**config.mk**
```make
export PLATFORM = sky130hd
export DESIGN_NAME = cool_heat_system_flat
export DESIGN_NICKNAME = d
export VERILOG_FILES = /design/src/rtl/cool_heat_system_if.sv /design/src/rtl/cool_heat_system.sv /design/src/flat_wrapper.sv
export SDC_FILE = /design/constraint.sdc
export NUM_CORES = 1
export LEC_CHECK = 0
export ABC_AREA = 1
export CAP_MARGIN = 20
export CORE_MARGIN = 3
export CORE_UTILIZATION = 43
export CTS_CLUSTER_DIAMETER = 40
export CTS_CLUSTER_SIZE = 8
export DETAILED_ROUTE_END_ITERATION = 7
export GPL_TIMING_DRIVEN = 0
export HOLD_SLACK_MARGIN = 0.05
export MAX_ROUTING_LAYER = met4
export PLACE_DENSITY = 0.78
export SLEW_MARGIN = 20
export SYNTH_ARGS = -nofsm -noshare
export SYNTH_HDL_FRONTEND = slang
export SYNTH_SLANG_ARGS = --single-unit
```
**constraint.sdc**
```tcl
create_clock -name clk -period 1.53 [get_ports clk]
set_input_delay 0.153 -clock clk [delete_from_list [all_inputs] [get_ports clk]]
set_output_delay 0.153 -clock clk [all_outputs]
set_load 0.01 [all_outputs]
```
**src/rtl/cool_heat_system_if.sv**
```systemverilog
// Configuration/speed inputs and actuator outputs of the climate-control driver.
// The master side (register bank / bench) drives configuration and speed;
// the slave side (cool_heat_system) returns the applied level, mode and PWM.
interface cool_heat_system_if;
    logic [7:0] speed;
    logic [7:0] chs_conf;
    logic [3:0] chs_power;
    logic       chs_mode;
    logic       pwm_data;

    modport master (
        output speed,
        output chs_conf,
        input  chs_power,
        input  chs_mode,
        input  pwm_data
    );

    modport slave (
        input  speed,
        input  chs_conf,
        output chs_power,
        output chs_mode,
        output pwm_data
    );
endinterface

```
**src/rtl/cool_heat_system.sv**
```systemverilog
// Climate-control actuator driver: computes a 4-bit heat/cool power level from
// the configuration word and vehicle speed, optionally ramps it one step per
// PWM period, and drives a 16-clock PWM waveform plus a cool/heat mode line.
// Power and mode only change on the period boundary (cnt wrapping 15 -> 0).
module cool_heat_system (
    input  logic               clk,
    input  logic               arst,
    cool_heat_system_if.slave  bus
);

    logic [3:0] cnt_q;
    logic [3:0] cnt_d;
    logic [3:0] power_q;
    logic [3:0] power_d;
    logic       mode_q;
    logic       mode_d;

    logic       boundary;
    logic [4:0] target_sum;
    logic [3:0] target;

    logic       conf_off;
    logic       conf_mode;
    logic       conf_ramp;
    logic       conf_comp;
    logic [3:0] conf_level;

    assign conf_off   = bus.chs_conf[7];
    assign conf_mode  = bus.chs_conf[6];
    assign conf_ramp  = bus.chs_conf[5];
    assign conf_comp  = bus.chs_conf[4];
    assign conf_level = bus.chs_conf[3:0];

    assign boundary = (cnt_q == 4'd15);

    // Free-running period counter; wraps naturally at 16.
    always_comb begin
        cnt_d = cnt_q + 4'd1;
    end

    // Target level: requested level plus optional speed bonus, saturated at 15.
    always_comb begin
        target_sum = {1'b0, conf_level} + (conf_comp ? {3'b000, bus.speed[7:6]} : 5'd0);
        if (conf_off) begin
            target = 4'd0;
        end else if (target_sum > 5'd15) begin
            target = 4'd15;
        end else begin
            target = target_sum[3:0];
        end
    end

    // Boundary update of power/mode; with ramp the power is brought to zero
    // before the mode is allowed to flip, so the actuator never reverses under load.
    always_comb begin
        power_d = power_q;
        mode_d  = mode_q;
        if (boundary) begin
            if (!conf_ramp) begin
                power_d = target;
                mode_d  = conf_mode;
            end else if (conf_mode != mode_q) begin
                if (power_q != 4'd0) begin
                    power_d = power_q - 4'd1;
                end else begin
                    mode_d = conf_mode;
                end
            end else if (power_q < target) begin
                power_d = power_q + 4'd1;
            end else if (power_q > target) begin
                power_d = power_q - 4'd1;
            end
        end
    end

    // State registers with asynchronous active-high reset.
    always_ff @(posedge clk or posedge arst) begin
        if (arst) begin
            cnt_q   <= 4'd0;
            power_q <= 4'd0;
            mode_q  <= 1'b0;
        end else begin
            cnt_q   <= cnt_d;
            power_q <= power_d;
            mode_q  <= mode_d;
        end
    end

    // PWM is a pure decode of registered state, so it is glitch-free relative to
    // the clock and goes low immediately when reset clears power_q.
    always_comb begin
        bus.pwm_data = (cnt_q < power_q);
    end

    assign bus.chs_power = power_q;
    assign bus.chs_mode  = mode_q;

endmodule

```
**src/flat_wrapper.sv**
```systemverilog
// flat-port wrapper written by rule: the top's interface ports become plain ports
module cool_heat_system_flat 
  (clk, arst, bus_speed, bus_chs_conf, bus_chs_power, bus_chs_mode, bus_pwm_data);
  cool_heat_system_if bus_i ();
  input  logic clk;
  input  logic arst;
  input wire logic [$bits(bus_i.speed)-1:0] bus_speed;
  input wire logic [$bits(bus_i.chs_conf)-1:0] bus_chs_conf;
  output wire logic [$bits(bus_i.chs_power)-1:0] bus_chs_power;
  output wire logic [$bits(bus_i.chs_mode)-1:0] bus_chs_mode;
  output wire logic [$bits(bus_i.pwm_data)-1:0] bus_pwm_data;
  assign bus_i.speed = bus_speed;
  assign bus_i.chs_conf = bus_chs_conf;
  assign bus_chs_power = bus_i.chs_power;
  assign bus_chs_mode = bus_i.chs_mode;
  assign bus_pwm_data = bus_i.pwm_data;
  cool_heat_system u_core (.clk(clk), .arst(arst), .bus(bus_i));
endmodule
```
---- Word-level counts from Yosys, hierarchy flattened ----
Cells that the tools add are included.
word-level totals
  memory bits (writable) .................. 0
  output and inout bits ................... 6
  memories kept ........................... 0
  bits in registers ....................... 9
  logic and storage cells ................. 31
  ROM bits ................................ 0
  latch bits .............................. 0
operators by class
  shifts and indexed selects .............. 0
  $add $sub $neg .......................... 4
  multipliers ............................. 0
  eq/ne operators ......................... 6
  div/mod/pow operators ................... 0
  multiplexer cells ....................... 11
  magnitude comparators ................... 4
  reduce and logical (&&, ||, !) cells .... 3
  bitwise logic cells ..................... 0
operators with widths
  kind                                                    number
  2-to-1 mux 4 bit                                        7
  adder 4 x 1 -> 4 bit (second input constant)            2
  less-than comparator 4 bit                              2
  AND reduction 3 bit                                     2
  adder 4 x 5 -> 5 bit                                    1
  > comparator 5 x 4 -> 1 bit (second input constant)     1
  equality test 4 bit (second input constant)             1
  > comparator 4 bit                                      1
  inequality test 4 x 1 -> 1 bit (second input constant)  1
  nonzero test 4 bit                                      1
  subtractor 4 x 1 -> 4 bit (second input constant)       1
  2-to-1 mux 1 bit                                        3
  inequality test 3 bit (second input constant)           1
  2-to-1 mux 2 bit                                        1
  inequality test 2 x 1 -> 1 bit (second input constant)  1
  inequality test 2 bit (second input constant)           1
  inequality test 1 bit                                   1

---- Longest topological paths before layout ----
Gate-level depths: netlist of the first run.
  depth after elaboration ................. 10
  gate-level depth with buffers ........... 19
  depth with buffers taken out ............ 19

---- Worst setup path before layout of the first run ----
No wires, ideal clock.
  path type ............................... input port to flip-flop
  start ................................... input port bus_speed[6]
  end ..................................... register u_core.power_q[3] (netlist: u_core.bus.chs_power[3])
  cell stages on the path ................. 18
  arrival ................................. 2.019 ns
  path buffers ............................ 0
  library setup time ...................... 0.065 ns
  path slack .............................. -0.554 ns
  cells stage by stage .................... nand2_1 -> inv_1 -> ha_1 -> fa_1 -> nand2_1 -> nor2_1 -> o21a_1 -> inv_1 -> ha_1 -> nand2_1 -> nand2_1 -> nand2_2 -> nand2_1 -> nand2_1 -> nand2_2 -> a21oi_2 -> nand2_1 -> nand2_1
between the ends
  longest elaborated chain between the ends .. 9
ends and longest elaborated chain
  element                      RTL line                text
  start: declaration           flat_wrapper.sv:7       input wire logic [$bits(bus_i.speed)-1:0] bus_speed;
  2-to-1 mux 2 bit *           cool_heat_system.sv:43  target_sum = {1'b0, conf_level} + (conf_comp ? {3'b000, bus.speed[7:6]} : 5'd0);
  adder 4 x 5 -> 5 bit *       cool_heat_system.sv:43
  > comparator 5 x 4 -> 1 bit  cool_heat_system.sv:46  end else if (target_sum > 5'd15) begin
  2-to-1 mux 4 bit *           cool_heat_system.sv:46
  2-to-1 mux 4 bit *           cool_heat_system.sv:44  if (conf_off) begin
  less-than comparator 4 bit   cool_heat_system.sv:68  end else if (power_q < target) begin
  2-to-1 mux 4 bit             cool_heat_system.sv:68
  2-to-1 mux 4 bit             cool_heat_system.sv:62  end else if (conf_mode != mode_q) begin
  2-to-1 mux 4 bit             cool_heat_system.sv:59  if (!conf_ramp) begin
  end signal: assignment       cool_heat_system.sv:84  power_q <= power_d;
  end: declaration             cool_heat_system.sv:13  logic [3:0] power_q;
Every way passes the cells marked *; elsewhere a longest branch is shown, timed or not.
A chain may end at the register's enable or synchronous reset.

---- Final worst setup path of the first run ----
  start ................................... input port bus_speed[6]
  end ..................................... register u_core.power_q[1] (netlist: u_core.bus.chs_power[1])
The elaborated chain is that of the path after synthesis.

==> results.py, run 1 <==
metrics = {
    "pwr": {
        "p_int_mw": 0.820,
        "pwr-share-comb_pct": 63.8,
        "p_sw_mw": 0.612,
        "leakagePower_nw": 0.673,
        "ir_drop_mv": 0.692,
        "seq_power_share_pct": 23.5,
        "pwr-share-clk_pct": 12.6,
        "p_per_area_mw_per_mm2": 1130,
        "switching_share_pct": 42.8,
    },
    "yosys": {
        "ys_ff_latch": 9,
        "synth_area_um2": 915,
        "synthTopCellsByCount": "44 x nand2_1, 20 x inv_1, 12 x ha_1",
        "yosysTopAreaCell": "dfrtp_1",
        "async_reset_ff_share_pct": 100,
        "synth_cells": 131,
        "seq_area_frac_synth_pct": 24.6,
        "synth.top_cell.area_share_pct": 24.6,
        "synthTopCellsByArea": "dfrtp_1 25%, nand2_1 18%, ha_1 16%",
        "synth_enable_flop_cells": 0,
        "yosysUniqueCellTypes": 22,
        "avgSynthCellArea_um2": 6.98,
        "ys.flop_type": "dfrtp_1",
        "synth_nets": 162,
        "yosysWarnings": 0,
        "yosysMostFrequentCell": "nand2_1",
    },
    "die": {
        "die_w_um": 52.1,
        "num_rows": 16,
        "die_area_mm2": 0.00272,
        "die_height_um": 52.1,
        "start_util_pct": 46.1,
        "core_mm2": 0.00198,
        "ios": 24,
    },
    "final_layout": {
        "fin_util_pct": 64.1,
        "design_area_mm2": 0.00127,
        "final_nets": 189,
        "area_delta_synth_final_pct": 38.9,
        "n_antenna_cell": 0,
        "drive_gt1_share_pct": 28.7,
    },
    "critical_path": {
        "start_kind": "input port",
        "required_ns": 1.68,
        "crit_path_end_kind": "flop",
        "critical_path_class": "in -> reg",
        "arrival_ns": 2.14,
        "path_max_fanout": 4,
    },
    "clock_tree": {
        "cts_tree": "yes",
        "cts_buffers": 3,
        "ctsHoldBuffers": 0,
        "htreeDepth": 1,
        "clk_path_buf_depth": 2,
        "clkLatencyLatePin_ns": 0.26,
        "cts.clk_slew.worst_paths_ns": 0.06,
        "cts_sinks": 9,
        "cts_root_buf": "clkbuf_4",
    },
    "placement": {
        "gp_congestion": 0.836,
        "dp_hpwl_mm": 1.62,
        "placed_area_mm2": 0.00113,
        "portBuffers": 16,
    },
    "detailed_routing": {
        "wl_mm": 2.17,
        "wl_met2_mm": 1.17,
        "wl_per_cell_um": 11.8,
        "met3_length_um": 99,
        "dr.max_layer_used": "met4",
        "initialDrtViolationCount": 12,
        "drc": 0,
        "routedLengthMet1_um": 882,
        "drt_first_pass_iters": 4,
        "ant_nets": 0,
        "vias": 927,
        "routed_via_density": 5.04,
    },
    "sta": {
        "rsz0062_at_grt": "true",
        "fin_crit_ns": 1.99,
        "clock.fmax_mhz": 502,
        "finClkSkew_ns": 0.00510,
        "relSlewSlack_pct": 76.6,
        "hold_viol_final": 0,
        "fin_crit_sh_pct": 130,
        "final-setup-viol-count": 5,
        "worst_slack_ns": -0.463,
        "worstMarginPinSlew_ns": 0.351,
        "slew_violations": 0,
    },
    "global_routing": {
        "grt_max_degree": 10,
        "grt_pass1_vias": 887,
        "antenna_found_initial": 0,
        "grt-ovfl-total": 0,
        "grt_pass1_wl_mm": 3.55,
        "track_usage_pct": 17.7,
    },
    "hold_path": {
        "hp-class": "in -> async",
    },
    "run": {
        "max_cap_violations": 0,
    },
    "run_status": {
        "violations": "negative setup slack",
        "outcome": "finished, violations left",
    },
}
==> metrics by stage <==
step	power (mW)	worst slack, ns	TNS [ns]	instances	hold WS [ns]
CTS	1.39	-0.449	-1.90	183	0.155
finish	1.43	-0.463	-1.95	184	0.152
global placement	1.06	-1.14	-4.98	174	0.433
detailed placement	1.09	-1.19	-5.19	174	0.437
floorplan	0.848	-0.508	-2.01	131	-0.0191
global route	1.56	-0.583	-2.58	184	0.173
==> critical path, stage by stage <==
cell and delay [ns]:
buf_6 0.10, nand2_4 0.05, inv_2 0.04, ha_4 0.15
fa_2 0.35, nand2_2 0.09, nor2_2 0.05, o21a_1 0.20
inv_2 0.08, ha_4 0.20, nand2_2 0.06, nand2_2 0.04
nand2_2 0.08, nand2_1 0.05, nand2_1 0.07, nand2_2 0.08
nand2_2 0.09, nand2_4 0.08, nand2_2 0.07, nand2_2 0.05
==> path summary, 6_finish.rpt <==
path / depth (start not counted) / startpoint / end / slack (ns)
max: 20 / bus_speed[6] / u_core.bus.chs_power[1]$_DFFE_PP0P_ / -0.46
min: 2 / arst / u_core.bus.chs_power[2]$_DFFE_PP0P_ / 0.15
max reg2reg: 13 / u_core.bus.chs_power[0]$_DFFE_PP0P_ / u_core.bus.chs_power[1]$_DFFE_PP0P_ / -0.13
min reg2reg: 1 / u_core.cnt_q[0]$_DFF_PP0_ / u_core.cnt_q[0]$_DFF_PP0_ / 0.48
max in group asynchronous: 2 / arst / u_core.bus.chs_power[1]$_DFFE_PP0P_ / 1.10
min in group clk: 4 / bus_chs_conf[5] / u_core.bus.chs_power[2]$_DFFE_PP0P_ / 0.34
==> final cells by class <==
type / instances / area, µm²
Inverter: 21 / 81.3
Buffer: 2 / 16.3
Multi-Input combinational cell: 99 / 686
Fill cell: 178 / 712
Sequential cell: 9 / 228
Clock buffer: 4 / 26.3
Timing Repair Buffer: 22 / 199
Tap cell: 27 / 33.8
==> state kept, by name (all words and copies together) (netlist names) <==
| name | count |
|---|---|
| u_core.bus.chs_power | 4 |
| u_core.cnt_q | 4 |
| u_core.bus.chs_mode | 1 |
==> power groups by stage <==
stage,Combinational [mW],Sequential (mW),Clock (mW)
6_report,0.914,0.337,0.181
4_1_cts,0.873,0.331,0.187
5_1_grt,1.03,0.339,0.197
2_1_floorplan,0.504,0.343,0
3_3_place_gp,0.725,0.338,0
3_5_place_dp,0.747,0.342,0
==> per-layer routing <==
layer / up-vias / GRT usage, %
li1: 476 / -
met1: 426 / 19.3
met2: 23 / 32.0
met3: 2 / 2.01
met4: 0 / 7.86
met5: - / -
==> repair_timing <==
| action | 4_1_cts | 5_1_grt |
|---|---|---|
| setup endpoints to repair | 5 | 5 |
| setup buffers | 5 | 1 |
| resized for setup | 31 | 13 |
| endpoints found under the hold margin | 0 | 0 |
| pin swaps | 13 | 13 |
==> kinds of logic after synthesis <==
family          synth area share, %
compound gates                 8.75
xor+xnor                       3.83
fa+ha+maj                      18.6
buf+inv                        9.99
flops                          24.6
simple gates                   34.2
==> placed cells by master, fill, tap and decap left out <==
cell,instances
o21a_1,2
xnor2_1,3
o21ai_0,3
clkdlybuf4s15_1,1
nand2_4,2
dlygate4sd2_1,1
o21ai_1,1
clkdlybuf4s50_1,9
dfrtp_1,7
ha_4,3
dfrtp_2,2
or2_2,1
inv_2,4
nand3_1,9
clkbuf_1,1
buf_6,3
xor2_1,1
nand4_1,9
inv_1,16
nor2_2,1
a21o_1,2
a21oi_4,2
dlymetal6s2s_1,1
a21oi_1,1
fa_2,1
buf_4,6
inv_4,1
ha_1,9
nor2_1,3
buf_2,2
nand2_2,13
nand2_1,33
clkbuf_2,1
clkbuf_4,3
Note: power is estimated with default switching activity, not from simulation.
==> run 2: changes to the inputs <==
GPL_TIMING_DRIVEN = 1   (was 0)
PLACE_DENSITY = 0.73   (was 0.78)
==> run 2 against run 1 <==
Effect of this change: count of clock-buffer cells in the layout unchanged; die area did not move; final cell count rose by 8.2%; core utilization grew 8.0 points; sequential power is 6% lower; the flow still finishes with violations (negative setup slack); final area rose by 13%; critical path depth is 1 lower; sequential share of layout area down 2.2 points; non-clock buffer count increased by 15; global-route usage up 1.8 points.
==> results.py, run 2 (synthesized netlist as in run 1, its figures left out) <==
metrics = {
    "run_status": {
        "outcome": "finished, violations left",
        "violations": "negative setup slack",
    },
    "detailed_routing": {
        "drt_first_pass_iters": 6,
        "ant_nets": 0,
        "vias": 1000,
        "drc": 0,
        "wl_per_cell_um": 12.4,
        "wl_mm": 2.47,
        "initialDrtViolationCount": 13,
        "routed_via_density": 5.03,
    },
    "die": {
        "num_rows": 16,
        "ios": 24,
        "start_util_pct": 46.1,
        "core_mm2": 0.00198,
        "die_area_mm2": 0.00272,
        "die_height_um": 52.1,
        "die_w_um": 52.1,
    },
    "final_layout": {
        "regArea_um2": 225,
        "final_nets": 204,
        "drive_gt1_share_pct": 35.5,
        "fillCellCount": 149,
        "fin_util_pct": 72.1,
        "multi_input_area_um2": 728,
        "final_common_cell": "nand2_1",
        "area_delta_synth_final_pct": 56.2,
        "layout_common_cells": "34 x nand2_1, 21 x buf_4, 16 x inv_1, 10 x clkdlybuf4s50_1",
        "n_antenna_cell": 0,
    },
    "critical_path": {
        "critical_path_class": "in -> reg",
        "reg2reg_slack_ns": -0.17,
        "required_ns": 1.73,
        "crit_path_end_kind": "flop",
        "setup.worst_path.end": "u_core.bus.chs_power[3]$_DFFE_PP0P_",
        "start_kind": "input port",
        "r2r-start": "u_core.bus.chs_power[2]$_DFFE_PP0P_",
        "arrival_ns": 2.28,
        "path_max_fanout": 4,
        "crit_start": "bus_speed[6]",
        "r2r_cells": 11,
        "r2r_end": "u_core.bus.chs_power[3]$_DFFE_PP0P_",
    },
    "sta": {
        "worst_slack_ns": -0.550,
        "final-setup-viol-count": 6,
        "slew_violations": 0,
        "finClkSkew_ns": 0.00518,
        "rsz0062_at_grt": "true",
        "clock.fmax_mhz": 481,
        "fin_tns_setup_ns": -2.32,
        "hold_viol_final": 0,
        "relSlewSlack_pct": 76.5,
        "worstMarginPinSlew_ns": 0.352,
        "whs_ns": 0.150,
        "fin_crit_ns": 2.08,
        "fin_crit_sh_pct": 136,
    },
    "placement": {
        "dp_hpwl_mm": 1.81,
        "portBuffers": 17,
        "gp_congestion": 0.858,
        "place_ws_ns": -1.19,
    },
    "pwr": {
        "p_total_mw": 1.58,
        "ir_drop_mv": 0.776,
        "p_per_area_mw_per_mm2": 1100,
        "leakagePower_nw": 0.770,
    },
    "global_routing": {
        "grt-ovfl-total": 0,
        "grt_pass1_wl_mm": 3.91,
        "track_usage_pct": 19.5,
        "antenna_found_initial": 0,
        "grt_max_degree": 10,
        "grt_pass1_vias": 971,
    },
    "run": {
        "max_cap_violations": 0,
    },
    "clock_tree": {
        "clk_path_buf_depth": 2,
        "ctsHoldBuffers": 0,
        "cts.clk_slew.worst_paths_ns": 0.06,
        "clkLatencyLatePin_ns": 0.26,
        "htreeDepth": 1,
        "cts_sinks": 9,
        "cts_root_buf": "clkbuf_4",
        "cts_buffers": 3,
        "cts_tree": "yes",
    },
    "hold_path": {
        "hp-class": "in -> async",
    },
}
## run 2: cell types whose count changed in the layout (fill, tap and decap cells not counted), sizes merged
cell	change
clkbuf	-1
clkdlybuf4s50	+1
buf	+15
## run 2: area by class of cell
| class | count | area share, % |
|---|---|---|
| Multi-Input combinational cell | 99 | 51.0 |
| Timing Repair Buffer | 39 | 23.6 |
| Sequential cell | 9 | 15.8 |
| Inverter | 21 | 5.52 |
| Tap cell | 27 | 2.36 |
| Clock buffer | 4 | 1.84 |
## run 2: timing repair
action,4_1_cts,5_1_grt
setup buffers,0,4
pin swaps,12,24
resized for setup,31,19
setup endpoints to repair,6,6
## run 2: per-layer routing
metal	vias to the layer above	track usage [%]	share of wire, %
li1	503	-	-
met1	467	21.3	38
met2	23	37.2	58
met3	7	1.72	2.6
met4	0	5.24	1.3
met5	-	-	0
## run 2: where the power goes
group | internal, mW | total (mW) | switching (mW)
Sequential | 0.276 | 0.318 | 0.0422
Combinational | 0.521 | 1.07 | 0.553
Clock | 0.101 | 0.185 | 0.0845
Total | 0.897 | 1.58 | 0.679
## run 2: per-stage QoR
step	instance area, µm²	std cells
detailed placement	1260	191
finish	1430	199
global placement	1260	191
floorplan	937	131
global route	1430	199
CTS	1320	195
## run 2: critical path, cell delays in order
cell and delay, ns:
buf_8 0.10, nand2_4 0.05, inv_2 0.04, ha_4 0.15
fa_2 0.38, nand2_2 0.10, nor2_2 0.05, o21a_1 0.21
inv_2 0.07, ha_4 0.20, nand2_2 0.07, nand2_2 0.06
nand2_4 0.09, nand2_2 0.06, nand2_2 0.09, nand2_4 0.07
a21oi_4 0.18, nand2_1 0.08, nand2_1 0.06
## run 2: worst min path at each step
| stage | to | cells after the start |
|---|---|---|
| floorplan | u_core.bus.chs_mode$_DFFE_PP0P_ | 1 |
| global placement | u_core.cnt_q[0]$_DFF_PP0_ | 2 |
| detailed placement | u_core.bus.chs_power[2]$_DFFE_PP0P_ | 2 |
| CTS | u_core.cnt_q[2]$_DFF_PP0_ | 2 |
| global route | u_core.bus.chs_power[1]$_DFFE_PP0P_ | 2 |
| finish | u_core.bus.chs_power[1]$_DFFE_PP0P_ | 2 |
==> run 3: changes to the inputs <==
CTS_CLUSTER_SIZE = 25   (was 8)
==> results of run 3 <==
Same layout as run 2: the final DEF is identical, and so are final timing and power.
